===== src/rtl/fixed_point_pkg.sv =====
// fixed_point_pkg: shared state encoding and width helpers for the fixed-point MAC
package fixed_point_pkg;
    typedef enum logic {ACC, HOLD} mac_state_t;
    function automatic int prod_width(input int wia, input int wfa, input int wib, input int wfb);
        return wia + wfa + wib + wfb;
    endfunction
    function automatic int acc_width(input int wia, input int wfa, input int wib, input int wfb, input int wg);
        return prod_width(wia, wfa, wib, wfb) + wg;
    endfunction
endpackage


===== src/rtl/comb_FixedPointZoom.sv =====
// comb_FixedPointZoom: combinational signed WII.WIF -> WOI.WOF rescale with rounding and overflow flags
module comb_FixedPointZoom #(
    parameter int WII   = 20,
    parameter int WIF   = 16,
    parameter int WOI   = 8,
    parameter int WOF   = 8,
    parameter int ROOF  = 1,
    parameter int ROUND = 1
) (
    input  logic [WII+WIF-1:0] in,
    output logic [WOI+WOF-1:0] out,
    output logic               upflow,
    output logic               downflow
);
    localparam int WI = WII + WIF;
    localparam int WO = WOI + WOF;
    localparam int SL = WOF > WIF ? WOF - WIF : 0;
    localparam int SR = WIF > WOF ? WIF - WOF : 0;
    localparam int WB = WI + SL + WO + 2;
    localparam logic signed [WB-1:0] HALF = (ROUND != 0 && SR > 0) ? {{(WB-1){1'b0}}, 1'b1} << (SR > 0 ? SR - 1 : 0) : '0;
    localparam logic signed [WB-1:0] MAXV = {{(WB-WO+1){1'b0}}, {(WO-1){1'b1}}};
    localparam logic signed [WB-1:0] MINV = {{(WB-WO+1){1'b1}}, {(WO-1){1'b0}}};
    logic signed [WB-1:0] ext, sc;
    assign ext      = {{(WB-WI){in[WI-1]}}, in};
    assign sc       = ((ext <<< SL) + HALF) >>> SR;
    assign upflow   = sc > MAXV;
    assign downflow = sc < MINV;
    assign out      = (ROOF != 0 && upflow)   ? {1'b0, {(WO-1){1'b1}}} :
                      (ROOF != 0 && downflow) ? {1'b1, {(WO-1){1'b0}}} : sc[WO-1:0];
endmodule


===== src/rtl/pipe_fixed_point_mac.sv =====
// pipe_fixed_point_mac: streaming framed multiply-accumulate with rescaled WOI.WOF result (optional FIXED_POINT_MAC_COUNT_EN adds o_cnt)
module pipe_fixed_point_mac
    import fixed_point_pkg::*;
#(
    parameter int WIIA  = 8,
    parameter int WIFA  = 8,
    parameter int WIIB  = 8,
    parameter int WIFB  = 8,
    parameter int WOI   = 8,
    parameter int WOF   = 8,
    parameter int WG    = 4,
    parameter int ROOF  = 1,
    parameter int ROUND = 1,
    parameter int WCNT  = 16
) (
    input  logic                 clk,
    input  logic                 rst,
    input  logic                 i_en,
    output logic                 i_ready,
    input  logic                 i_last,
    input  logic [WIIA+WIFA-1:0] ina,
    input  logic [WIIB+WIFB-1:0] inb,
    output logic                 o_en,
    input  logic                 o_ready,
    output logic [WOI+WOF-1:0]   out,
    output logic                 upflow,
`ifdef FIXED_POINT_MAC_COUNT_EN
    output logic [WCNT-1:0]      o_cnt,
`endif
    output logic                 downflow
);
    localparam int WP = prod_width(WIIA, WIFA, WIIB, WIFB);
    localparam int WA = acc_width(WIIA, WIFA, WIIB, WIFB, WG);
    localparam int WO = WOI + WOF;
    mac_state_t state, state_nxt;
    logic fire, last_fire, first, pos, neg, ovf_p, ovf_n, ovf_p_nxt, ovf_n_nxt, z_up, z_dn;
    logic signed [WP-1:0] prod;
    logic signed [WA-1:0] acc, base, acc_nxt;
    logic [WA:0] sum;
    logic [WO-1:0] z_out;
    assign o_en      = state == HOLD;
    assign i_ready   = !o_en | o_ready;
    assign fire      = i_en & i_ready;
    assign last_fire = fire & i_last;
    assign prod      = $signed(ina) * $signed(inb);
    assign base      = first ? '0 : acc;
    assign sum       = {base[WA-1], base} + {{(WA+1-WP){prod[WP-1]}}, prod};
    assign pos       = !sum[WA] & sum[WA-1];
    assign neg       = sum[WA] & !sum[WA-1];
    assign acc_nxt   = pos ? {1'b0, {(WA-1){1'b1}}} : neg ? {1'b1, {(WA-1){1'b0}}} : sum[WA-1:0];
    assign ovf_p_nxt = (!first & ovf_p) | pos;
    assign ovf_n_nxt = (!first & ovf_n) | neg;

    comb_FixedPointZoom #(
        .WII(WIIA + WIIB + WG), .WIF(WIFA + WIFB), .WOI(WOI), .WOF(WOF), .ROOF(ROOF), .ROUND(ROUND)
    ) u_zoom (
        .in(acc_nxt), .out(z_out), .upflow(z_up), .downflow(z_dn)
    );

    // accumulate each accepted beat; the first beat of a frame restarts the sum and overflow history
    always_ff @(posedge clk or posedge rst) begin
        if (rst) begin
            acc   <= '0;
            first <= 1'b1;
            ovf_p <= 1'b0;
            ovf_n <= 1'b0;
        end else if (fire) begin
            acc   <= acc_nxt;
            first <= i_last;
            ovf_p <= ovf_p_nxt;
            ovf_n <= ovf_n_nxt;
        end
    end

    // capture the rescaled frame result; accumulator saturation forces the flag and, when saturating, the rail
    always_ff @(posedge clk or posedge rst) begin
        if (rst) begin
            out      <= '0;
            upflow   <= 1'b0;
            downflow <= 1'b0;
        end else if (last_fire) begin
            out      <= (ROOF != 0 && ovf_p_nxt) ? {1'b0, {(WO-1){1'b1}}} :
                        (ROOF != 0 && ovf_n_nxt) ? {1'b1, {(WO-1){1'b0}}} : z_out;
            upflow   <= z_up | ovf_p_nxt;
            downflow <= z_dn | ovf_n_nxt;
        end
    end

`ifdef FIXED_POINT_MAC_COUNT_EN
    logic [WCNT-1:0] bcnt, cbase, bcnt_nxt;
    assign cbase    = first ? '0 : bcnt;
    assign bcnt_nxt = &cbase ? cbase : cbase + WCNT'(1);
    // saturating beat counter, published alongside the frame result
    always_ff @(posedge clk or posedge rst) begin
        if (rst) begin
            bcnt  <= '0;
            o_cnt <= '0;
        end else if (fire) begin
            bcnt  <= bcnt_nxt;
            o_cnt <= last_fire ? bcnt_nxt : o_cnt;
        end
    end
`endif

    // state register: ACC while collecting, HOLD while a result waits for downstream
    always_ff @(posedge clk or posedge rst) begin
        if (rst) state <= ACC;
        else     state <= state_nxt;
    end

    // a last-beat fire always (re)enters HOLD; otherwise a completed handoff returns to ACC
    always_comb begin
        state_nxt = state;
        state_nxt = last_fire ? HOLD : (state == HOLD && o_ready) ? ACC : state;
    end
endmodule


===== config.mk =====
export PLATFORM = sky130hd
export DESIGN_NAME = pipe_fixed_point_mac
export DESIGN_NICKNAME = d
export VERILOG_FILES = /design/src/rtl/fixed_point_pkg.sv /design/src/rtl/comb_FixedPointZoom.sv /design/src/rtl/pipe_fixed_point_mac.sv
export SDC_FILE = /design/constraint.sdc
export NUM_CORES = 1
export LEC_CHECK = 0
export CAP_MARGIN = 20
export CORE_MARGIN = 4
export CORE_UTILIZATION = 30
export DETAILED_ROUTE_END_ITERATION = 10
export GPL_ROUTABILITY_DRIVEN = 0
export GPL_TIMING_DRIVEN = 0
export PLACE_DENSITY = 0.55
export SYNTH_ARGS = -nofsm -noshare
export SYNTH_HDL_FRONTEND = slang
export SYNTH_HIERARCHICAL = 1
export SYNTH_SLANG_ARGS = --single-unit

===== constraint.sdc =====
create_clock -name clk -period 11.09 [get_ports clk]
set_input_delay 1.109 -clock clk [delete_from_list [all_inputs] [get_ports clk]]
set_output_delay 1.109 -clock clk [all_outputs]
set_load 0.05 [all_outputs]

* Word-level counts from Yosys, hierarchy flattened
Index checks and enable logic that the tools add are counted.
** Word-level totals
- Word-level logic and storage cells :: 39
- Memory bits (writable) :: 0
- Bits in registers :: 58
- Bits of input ports :: 37
- Latch bits :: 0
- Memories :: 0
- ROM bits :: 0
** Operators by class
- Reductions and logical operators :: 6
- Mux-type cells :: 9
- $lt $le $gt $ge :: 2
- $mul :: 1
- Add/sub/neg operators :: 2
- Bitwise gates (word level) :: 11
- Div/mod/pow operators :: 0
- Equal/unequal tests :: 0
- Shifts and indexed selects :: 0
** Operators by type and width (count)
- $mux 36 :: 3
- $mux 16 :: 4
- $add 36x32->37 :: 1
- $add 36x9->37 const B :: 1
- $mul 16x16->32 :: 1
- $gt 29x16->1 const B :: 1
- $lt 29x16->1 const B :: 1
- $and 1x1->1 :: 6
- $or 1x1->1 :: 5
- $logic_not 1->1 :: 4
- $mux 1 :: 2
- $reduce_bool 2->1 :: 1
- $logic_and 1x1->1 :: 1

* Depth between registers and ports, before layout
Gate-level depths: netlist (run 1).
- Depth after elaboration :: 12
- Depth in mapped cells :: 38
- Gate-level depth less buffers :: 33

* By module
The synthesis (run 1) kept the hierarchy.
** By module, submodules not included
- pipe_fixed_point_mac :: area each 14776.7 µm², cells each 1573, times used 1
- comb_FixedPointZoom :: area each 938.4 µm², cells each 125, times used 1

* Worst setup path before layout (run 1)
OpenSTA, ideal clock, no wires.
- Path type :: input to register
- Start point :: input ina[15]
- End point :: register out[14]
- Path buffers :: 4
- Stages on the path :: 33
- Library setup time :: 0.121 ns
- Arrival time :: 9.179 ns
- Setup slack :: 1.790 ns
- Cells stage by stage :: clkbuf_1 > nand2_1 > fa_1 > inv_1 > fa_1 > inv_1 > fa_1 > inv_1 > fa_1 > fa_1 > inv_1 > fa_1 > inv_1 > ha_1 > clkbuf_1 > and3_1 > nand4_1 > a21o_1 > a211oi_4 > o21ai_2 > buf_6 > a21oi_1 > nand4_4 > nor4_4 > nand4b_1 > a211oi_1 > o2111ai_1 > o21ai_4 > buf_6 > a21oi_2 > nand2_1 > nor2_1 > o22a_1
** Between the ends
- Cells in the longest elaborated chain, start to end :: 12
- Elaborated cells on any way between the ends :: 17
- Classes of those cells :: 2 x add/sub; 1 x mul; 2 x order compare; 6 x mux; 4 x bitwise; 2 x reduce/logical
** RTL lines
- from (decl) :: line pipe_fixed_point_mac.sv:21 : input logic [WIIA+WIFA-1:0] ina,
- $mul 16x16->32 * :: line pipe_fixed_point_mac.sv:45 : assign prod = $signed(ina) * $signed(inb);
- $add 36x32->37 * :: line pipe_fixed_point_mac.sv:47 : assign sum = {base[WA-1], base} + {{(WA+1-WP){prod[WP-1]}}, prod};
- $logic_not 1->1 :: line pipe_fixed_point_mac.sv:49 : assign neg = sum[WA] & !sum[WA-1];
- $and 1x1->1 :: line pipe_fixed_point_mac.sv:49
- $mux 36 :: line pipe_fixed_point_mac.sv:50 : assign acc_nxt = pos ? {1'b0, {(WA-1){1'b1}}} : neg ? {1'b1, {(WA-1){1'b0}}} : sum[WA-1:0];
- $mux 36 * :: line pipe_fixed_point_mac.sv:50
- net acc_nxt[14] :: line pipe_fixed_point_mac.sv:38 : logic signed [WA-1:0] acc, base, acc_nxt;
- $add 36x9->37 * :: line comb_FixedPointZoom.sv:25 : assign sc = ((ext <<< SL) + HALF) >>> SR;
- $lt 29x16->1 :: line comb_FixedPointZoom.sv:27 : assign downflow = sc < MINV;
- $mux 16 :: line comb_FixedPointZoom.sv:29 : (ROOF != 0 && downflow) ? {1'b1, {(WO-1){1'b0}}} : sc[WO-1:0];
- $mux 16 * :: line comb_FixedPointZoom.sv:28 : assign out = (ROOF != 0 && upflow) ? {1'b0, {(WO-1){1'b1}}} :
- net z_out[14] :: line pipe_fixed_point_mac.sv:40 : logic [WO-1:0] z_out;
- $mux 16 * :: line pipe_fixed_point_mac.sv:83 : (ROOF != 0 && ovf_n_nxt) ? {1'b1, {(WO-1){1'b0}}} : z_out;
- $mux 16 * :: line pipe_fixed_point_mac.sv:82 : out <= (ROOF != 0 && ovf_p_nxt) ? {1'b0, {(WO-1){1'b1}}} :
- to (signal assigned) :: line pipe_fixed_point_mac.sv:82
- to (decl) :: line pipe_fixed_point_mac.sv:25 : output logic [WOI+WOF-1:0] out,
Mark *: on every way through the listed nets, which the timed path passes. The rest lies on a longest branch.
A chain may end at the register's enable or synchronous reset.

* Final worst setup path (run 1)
- Start point :: input ina[9]
- End point :: register out[12]
The elaborated chain is that of the path after synthesis.

==> results by group, run 1 <==
Run status
  • Result of the run: completed

Synthesis
  • Net count of the mapped netlist: roughly 2200
  • Yosys warning total: 6
  • Library cells used by synthesis: 74
  • Area share of and/or/nand/nor cells after synthesis: 0.1577
  • Multiplexer fraction of the synthesized cell area: 0.02333
  • Main combinational cell family by area after synthesis: adder cells
  • Synthesized area: 15720 sq um
  • Prevailing post-synth register cell: sky130_fd_sc_hd__dfrtp_1
  • Sequential-to-total area share from yosys stat: 0.09244
  • Cell taking the most area after synthesis: sky130_fd_sc_hd__fa_1
  • Avg Cell Area, Syn: roughly 9.3 sq um
  • Yosys top cell area share: 0.4051
  • Adder-Cell Fraction of Synth Area: 0.4949
  • Ranking of synthesized cells by area: sky130_fd_sc_hd__fa_1, sky130_fd_sc_hd__dfrtp_1, sky130_fd_sc_hd__ha_1
  • Ys async rst share: 1.000
  • Post-Synthesis Cells: ~1700
  • Number of storage elements in the synthesis netlist: between 50 and 60
  • Post-synth EDFFs: 0
  • Post-synthesis xor/xnor area fraction: 0.03010
  • Compound-gate portion of the synthesized area: 0.09283

Clocking
  • Clk Latency, worst-skew pair: 330 ps
  • Number of levels in the clock H-tree: 3
  • Buffer depth of the longest clock path: 2
  • Total number of clock tree sinks: between 50 and 60
  • TritonCTS clock tree: yes
  • Num CTS Buffers: 9
  • Clock edge transition at the registers on the reported setup and hold paths: 50 ps
  • Root buf cell: sky130_fd_sc_hd__clkbuf_16

Route
  • Wire length per cell: roughly 17 um
  • Initial DRT Pass Iterations: 4
  • Detail Route Antenna Nets: 0
  • DRC violations left: 0
  • Routed Wire Length: between 40000 and 50000 um
  • Number of vias per cell after detailed routing: 4.685
  • Iteration-0 DRC Markers: 572
  • DR vias: roughly 12000

Setup path
  • Maximum fanout count along the critical path: 10
  • Most Frequent Cell on Critical Path: sky130_fd_sc_hd__fa_1
  • Sum of buffers and inverters on the critical path: 10
  • Slowest-stage cell, CP: sky130_fd_sc_hd__clkdlybuf4s50_1
  • Type of destination of the critical path: flop
  • Startpoint kind of the worst setup timing path: input pin
  • Type of the setup path with the least slack: input pin to flop
  • WP data required: around 11000 ps
  • Arrival time of the worst setup path: between 10000 and 15000 ps
  • Crit path largest cell delay: 760 ps
  • Top cell family by delay on the critical path: adder cells

Run
  • Max-Cap Viols: 0

STA
  • Setup violation total in the final timing report: 0
  • Least setup slack across all paths after layout: 392.0 ps
  • Transition time at the pin with the least slew margin: roughly 1100 ps
  • Final setup skew: 7.322 ps
  • Minimum clock period after layout: about 11000 ps
  • Maximum clock frequency: roughly 93 MHz
  • Final Hold Fails: 0
  • Slew HR: 0.2887
  • Fraction of the cycle the final worst path needs: 0.9647
  • Final slew viol count: 0

Floorplan
  • Initial cell density of the core: 0.3045
  • Width of the chip: ~240 um
  • Area enclosed by the die boundary: about 56000 sq um
  • Io pins: between 50 and 60
  • FP Rows: 83
  • Floorplan Core Area: between 50000 and 60000 sq um
  • Die boundary height: between 200 and 250 um

Placement
  • Worst setup slack before clock tree synthesis: -698.3 ps
  • Total cell area at the placement stage: 17150 sq um
  • Port buffer count: 56
  • Estimated wirelength of the detail-placed design: approximately 37000 um
  • DP Cell Count: roughly 2400

Final layout
  • Antenna fix cells: 0
  • Fillers: 5272
  • Fraction of final layout cells with drive strength greater than 1: 0.09111
  • # nets final: 2239
  • Count of placed standard cells in the final layout, fillers left out: between 2000 and 2500
  • Total non-filler cell area in the finished layout: 17670 sq um
  • Finished Core Util: 0.3424
  • Sequential cell area: 1453 sq um
  • Layout overhead on the synthesized area: 12.45%
  • Multi-input combinational cell area: ~13000 sq um

Global routing
  • Global route overflow: 0
  • Via count of the first global-routing pass: 12550
  • Tot GR Track Use: 0.1551
  • Initial antenna violation count: 1
  • Maximum number of pins on one net before global-route repair: 32
  • Wire length of the first global-routing pass: 70390 um

Hold path
  • Worst hold path type: flop to flop
[synthesized netlist by cell type (9+ instances only)]
library cell	n
sky130_fd_sc_hd__inv_1	369
sky130_fd_sc_hd__fa_1	318
sky130_fd_sc_hd__nand2_1	189
sky130_fd_sc_hd__and2_1	116
sky130_fd_sc_hd__ha_1	111
sky130_fd_sc_hd__nor2_1	58
sky130_fd_sc_hd__a21oi_1	57
sky130_fd_sc_hd__dfrtp_1	57
sky130_fd_sc_hd__clkbuf_1	44
sky130_fd_sc_hd__nor2b_1	42
sky130_fd_sc_hd__xnor2_1	33
sky130_fd_sc_hd__o21ai_0	32
sky130_fd_sc_hd__mux2_2	29
sky130_fd_sc_hd__xor2_1	21
sky130_fd_sc_hd__o22a_1	16
sky130_fd_sc_hd__nand3_1	15
sky130_fd_sc_hd__o21ai_2	13
sky130_fd_sc_hd__a21o_1	11
sky130_fd_sc_hd__a21oi_2	11
sky130_fd_sc_hd__a31oi_1	10
sky130_fd_sc_hd__nand4_1	10
sky130_fd_sc_hd__and3_1	9
[sequential cells by signal, summed over array words and instances (netlist names)]
name,flops
first,1
out,16
acc,36
o_en,1
upflow,1
downflow,1
ovf_p,1
ovf_n,1
[worst paths after layout]
path | start | endpoint | slack, ps | depth (start not counted)
worst max-delay path | ina[9] | out[12] | 390 | 36
worst min-delay path | acc[35] | acc[35] | 480 | 2
worst max register to register | first | out[12] | 1720 | 32
worst min register to register | acc[35] | acc[35] | 480 | 2
max in group asynchronous | rst | first | 9260 | 3
min in group asynchronous | rst | acc[2] | 1180 | 2
[stage by stage]
step | hold WS [ps] | TNS [ps]
final | 481.1 | 0
after global routing | 514.5 | -57.97
after CTS | 485.7 | 0
after detailed placement | 474.1 | -10490
after global placement | 461.9 | -9261
after floorplan | 440.7 | 0
[cells in the final DEF (no fill, tap or decap), types with 11 or more instances in the layout]
cell type                         count
sky130_fd_sc_hd__inv_1              368
sky130_fd_sc_hd__a21o_1              11
sky130_fd_sc_hd__mux2_2              29
sky130_fd_sc_hd__and2_1             116
sky130_fd_sc_hd__o21ai_0             32
sky130_fd_sc_hd__ha_1               110
sky130_fd_sc_hd__clkdlybuf4s50_1     45
sky130_fd_sc_hd__a21oi_1             48
sky130_fd_sc_hd__o22a_1              16
sky130_fd_sc_hd__dlymetal6s2s_1      11
sky130_fd_sc_hd__nor2b_1             42
sky130_fd_sc_hd__nor2_1              58
sky130_fd_sc_hd__xor2_1              20
sky130_fd_sc_hd__nand2_1            189
sky130_fd_sc_hd__o21ai_2             11
sky130_fd_sc_hd__fa_1               317
sky130_fd_sc_hd__nand3_1             15
sky130_fd_sc_hd__clkbuf_2            24
sky130_fd_sc_hd__clkbuf_1            19
sky130_fd_sc_hd__dfrtp_1             57
sky130_fd_sc_hd__a21oi_2             19
sky130_fd_sc_hd__xnor2_1             33
[cell families (layout without fill, tap and decap cells)]
kind of cell / after synthesis / after routing
AO/OA/AOI/OAI: 209 / 209
XOR/XNOR: 54 / 54
adder cells (fa/ha/maj): 431 / 431
buffers and inverters: 434 / 514
flip-flops: 58 / 58
multiplexers: 32 / 32
AND/OR/NAND/NOR: 480 / 480
[metal layers]
| metal | track usage | routed length (um) | vias up |
|---|---|---|---|
| met1 | 0.2197 | 19450 | 5828 |
| met2 | 0.2579 | 20220 | 272 |
| met3 | 0.01945 | 1819 | 35 |
| met5 | 0 | 0 | - |
| met4 | 0.02884 | 689 | 0 |
| li1 | - | - | 5381 |
[worst register-to-register path, delay by kind of cell (launching register included)]
kind / cells / cell delay (ps)
simple gates: 8 / 1450
xor+xnor: 1 / 310
compound gates: 9 / 2280
flops: 1 / 510
fa+ha+maj: 7 / 3040
buf+inv: 7 / 1700
[layout make-up]
type	count	share of cell area
Timing Repair Buffer	64	0.03738
Sequential cell	58	0.08220
Inverter	370	0.07859
Tap cell	680	0.04815
Multi-Input combinational cell	1206	0.7153
Buffer	64	0.02025
Clock inverter	5	0.004390
Clock buffer	11	0.01374
[repair_timing]
action | in CTS | in global routing
setup endpoints to repair | 17 | 17
gates resized for setup | 27 | 40
hold buffers | 0 | 0
setup buffers | 0 | 7
pin swaps | 0 | 4
Power of run 1 is left out: the tool's default activity adds up to more than one toggle a clock period on the data nets, which glitch-free logic cannot reach.
==> inputs of run 2 (changes only) <==
Settings changed: ABC_AREA from default to 1.
==> results by group, run 2 <==
Final layout
  • Registers with the highest flip-flop counts: acc (36), out (16)
  • Most common library cell in the layout ignoring fill and taps: sky130_fd_sc_hd__nand2_1
  • Largest reg by FF count: acc
  • Antenna fix cells: 0
  • Fraction of final layout cells with drive strength greater than 1: 0.05734
  • # nets final: approximately 2800
  • Layout overhead on the synthesized area: 9.073%
  • Highest-count cells in the layout ignoring fill and taps: sky130_fd_sc_hd__nand2_1, sky130_fd_sc_hd__inv_1, sky130_fd_sc_hd__fa_1, sky130_fd_sc_hd__nor2_1, sky130_fd_sc_hd__ha_1
  • Fillers: 5933
  • Number of flip-flops in the largest register: 36

Route
  • Number of vias per cell after detailed routing: between 4 and 5
  • DRC violations left: 0
  • Wire length per cell: approximately 15 um
  • Routed Wire Length: 46310 um
  • Detail Route Antenna Nets: 0
  • Iteration-0 DRC Markers: around 750
  • DR vias: between 10000 and 15000
  • Initial DRT Pass Iterations: 6

Setup path
  • Worst flop-to-flop path startpoint: first
  • Crit path largest cell delay: between 700 and 800 ps
  • Sum of buffers and inverters on the critical path: 11
  • Maximum fanout count along the critical path: 10
  • Type of destination of the critical path: flop
  • Startpoint kind of the worst setup timing path: input pin
  • Arrival time of the worst setup path: 10650 ps
  • Most Frequent Cell on Critical Path: sky130_fd_sc_hd__inv_1
  • WP data required: approximately 11000 ps
  • Top cell family by delay on the critical path: adder cells
  • Type of the setup path with the least slack: input pin to flop
  • Slack of the worst reg-to-reg path: about 3000 ps
  • Terminus of the critical flop-to-flop path: downflow
  • Logic depth of the worst register-to-register path: 38
  • Slowest-stage cell, CP: sky130_fd_sc_hd__fa_1

Floorplan
  • Area enclosed by the die boundary: around 60000 sq um
  • Io pins: 57
  • Initial cell density of the core: 0.3043
  • Die boundary height: between 200 and 250 um
  • Floorplan Core Area: 55420 sq um
  • Width of the chip: ~250 um
  • FP Rows: 86

STA
  • Final slew viol count: 0
  • RSZ-0062 raised after global routing: false
  • Transition time at the pin with the least slew margin: 1068 ps
  • Setup violation total in the final timing report: 0
  • Final TNS setup: 0 ps
  • Fraction of the cycle the final worst path needs: 0.9407
  • Minimum clock period after layout: 10430 ps
  • Slew HR: 0.2861
  • Final setup skew: approximately 8.7 ps
  • Maximum clock frequency: 95.86 MHz
  • Final Hold Fails: 0

Hold path
  • Hold-critical path endpoint: out[15]
  • Min-Delay Startpoint: out[15]
  • Worst hold path type: flop to flop
  • Min-Delay Path Depth: 2

Run status
  • Result of the run: completed

Clocking
  • Clk Latency, worst-skew pair: ~330 ps
  • Num CTS Buffers: 9
  • Buffers inserted during post-CTS setup optimization: 0
  • Count of cells resized by post-cts repair: 0
  • Buffer depth of the longest clock path: 2
  • Clock edge transition at the registers on the reported setup and hold paths: roughly 50 ps
  • Number of hold buffers added after CTS: 0
  • Number of levels in the clock H-tree: 3
  • TritonCTS clock tree: yes
  • Total number of clock tree sinks: slightly below 60
  • Root buf cell: sky130_fd_sc_hd__clkbuf_16

Global routing
  • Global route overflow: 0
  • Via count of the first global-routing pass: ~15000
  • Initial antenna violation count: 0
  • Maximum number of pins on one net before global-route repair: 40
  • Tot GR Track Use: 0.1612
  • Wire length of the first global-routing pass: just under 80000 um

Placement
  • Estimated wirelength of the detail-placed design: between 40000 and 50000 um
  • Port buffer count: 27

Synthesis
  • Avg Cell Area, Syn: 7.469 sq um
  • Yosys warning total: 6
  • Net count of the mapped netlist: 2724
  • Synthesized area: 16860 sq um
  • Post-Synthesis Cells: 2258

Run
  • Max-Cap Viols: 0
run 2: cell types whose count changed in the layout (fill, tap and decap cells not counted), moves of 20 or more:
cell	previous run	this run
sky130_fd_sc_hd__clkbuf_1	19	72
sky130_fd_sc_hd__o21ai_1	3	23
sky130_fd_sc_hd__nor2_1	58	123
sky130_fd_sc_hd__nand2_2	1	46
sky130_fd_sc_hd__and2_1	116	2
sky130_fd_sc_hd__nor2b_1	42	0
sky130_fd_sc_hd__nand2_1	189	646
sky130_fd_sc_hd__xnor2_1	33	11
sky130_fd_sc_hd__mux2_2	29	0
sky130_fd_sc_hd__inv_1	368	594
sky130_fd_sc_hd__nand3_1	15	61
sky130_fd_sc_hd__o21ai_0	32	11
sky130_fd_sc_hd__clkbuf_2	24	0
run 2: stage by stage:
stage	area [sq um]	setup WS (ps)	hold WS, ps	util	cells
after detailed placement	18090	358.5	465.1	0.3265	3034
after CTS	18400	627.2	479.7	0.3319	3050
after global placement	18070	368.9	466.2	0.3261	3033
after floorplan	16860	2407	448.8	-	2258
final	18400	657.9	477.7	0.3319	3050
after global routing	18400	0.5436	507.8	0.3319	3050
run 2: worst min-delay path: cells and delay by family (launching register included):
family,cells,cell delay (ps)
and+or+nand+nor,2,110
DFF,1,330
run 2: final cells by class:
class / instances / area [sq um] / area share
sequential: 58 / 1453 / 0.07897
multi-input combinational: 1507 / 12720 / 0.6913
inverter: 603 / 2263 / 0.1230
buffer: 90 / 431.7 / 0.02347
timing repair buffer: 28 / 290.3 / 0.01578
clock inverter: 7 / 78.83 / 0.004285
tap: 748 / 935.9 / 0.05088
clock buffer: 9 / 225.2 / 0.01224
run 2: how the worst max path moves through the flow:
stage,startpoint,cells after the start,end
after floorplan,inb[6],42,downflow
after global placement,ina[15],42,downflow
after global routing,ina[15],42,downflow
after CTS,ina[15],42,downflow
final,ina[15],42,downflow
after detailed placement,ina[15],42,downflow
run 2: layer usage:
| metal | vias to the layer above | track usage | part of all wire |
|---|---|---|---|
| met4 | 0 | 0.03256 | 0.023 |
| met5 | - | 0 | 0 |
| li1 | 6524 | - | - |
| met1 | 6735 | 0.2131 | 0.43 |
| met3 | 62 | 0.01639 | 0.043 |
| met2 | 297 | 0.2874 | 0.50 |
Power of run 2 is left out for the same reason.
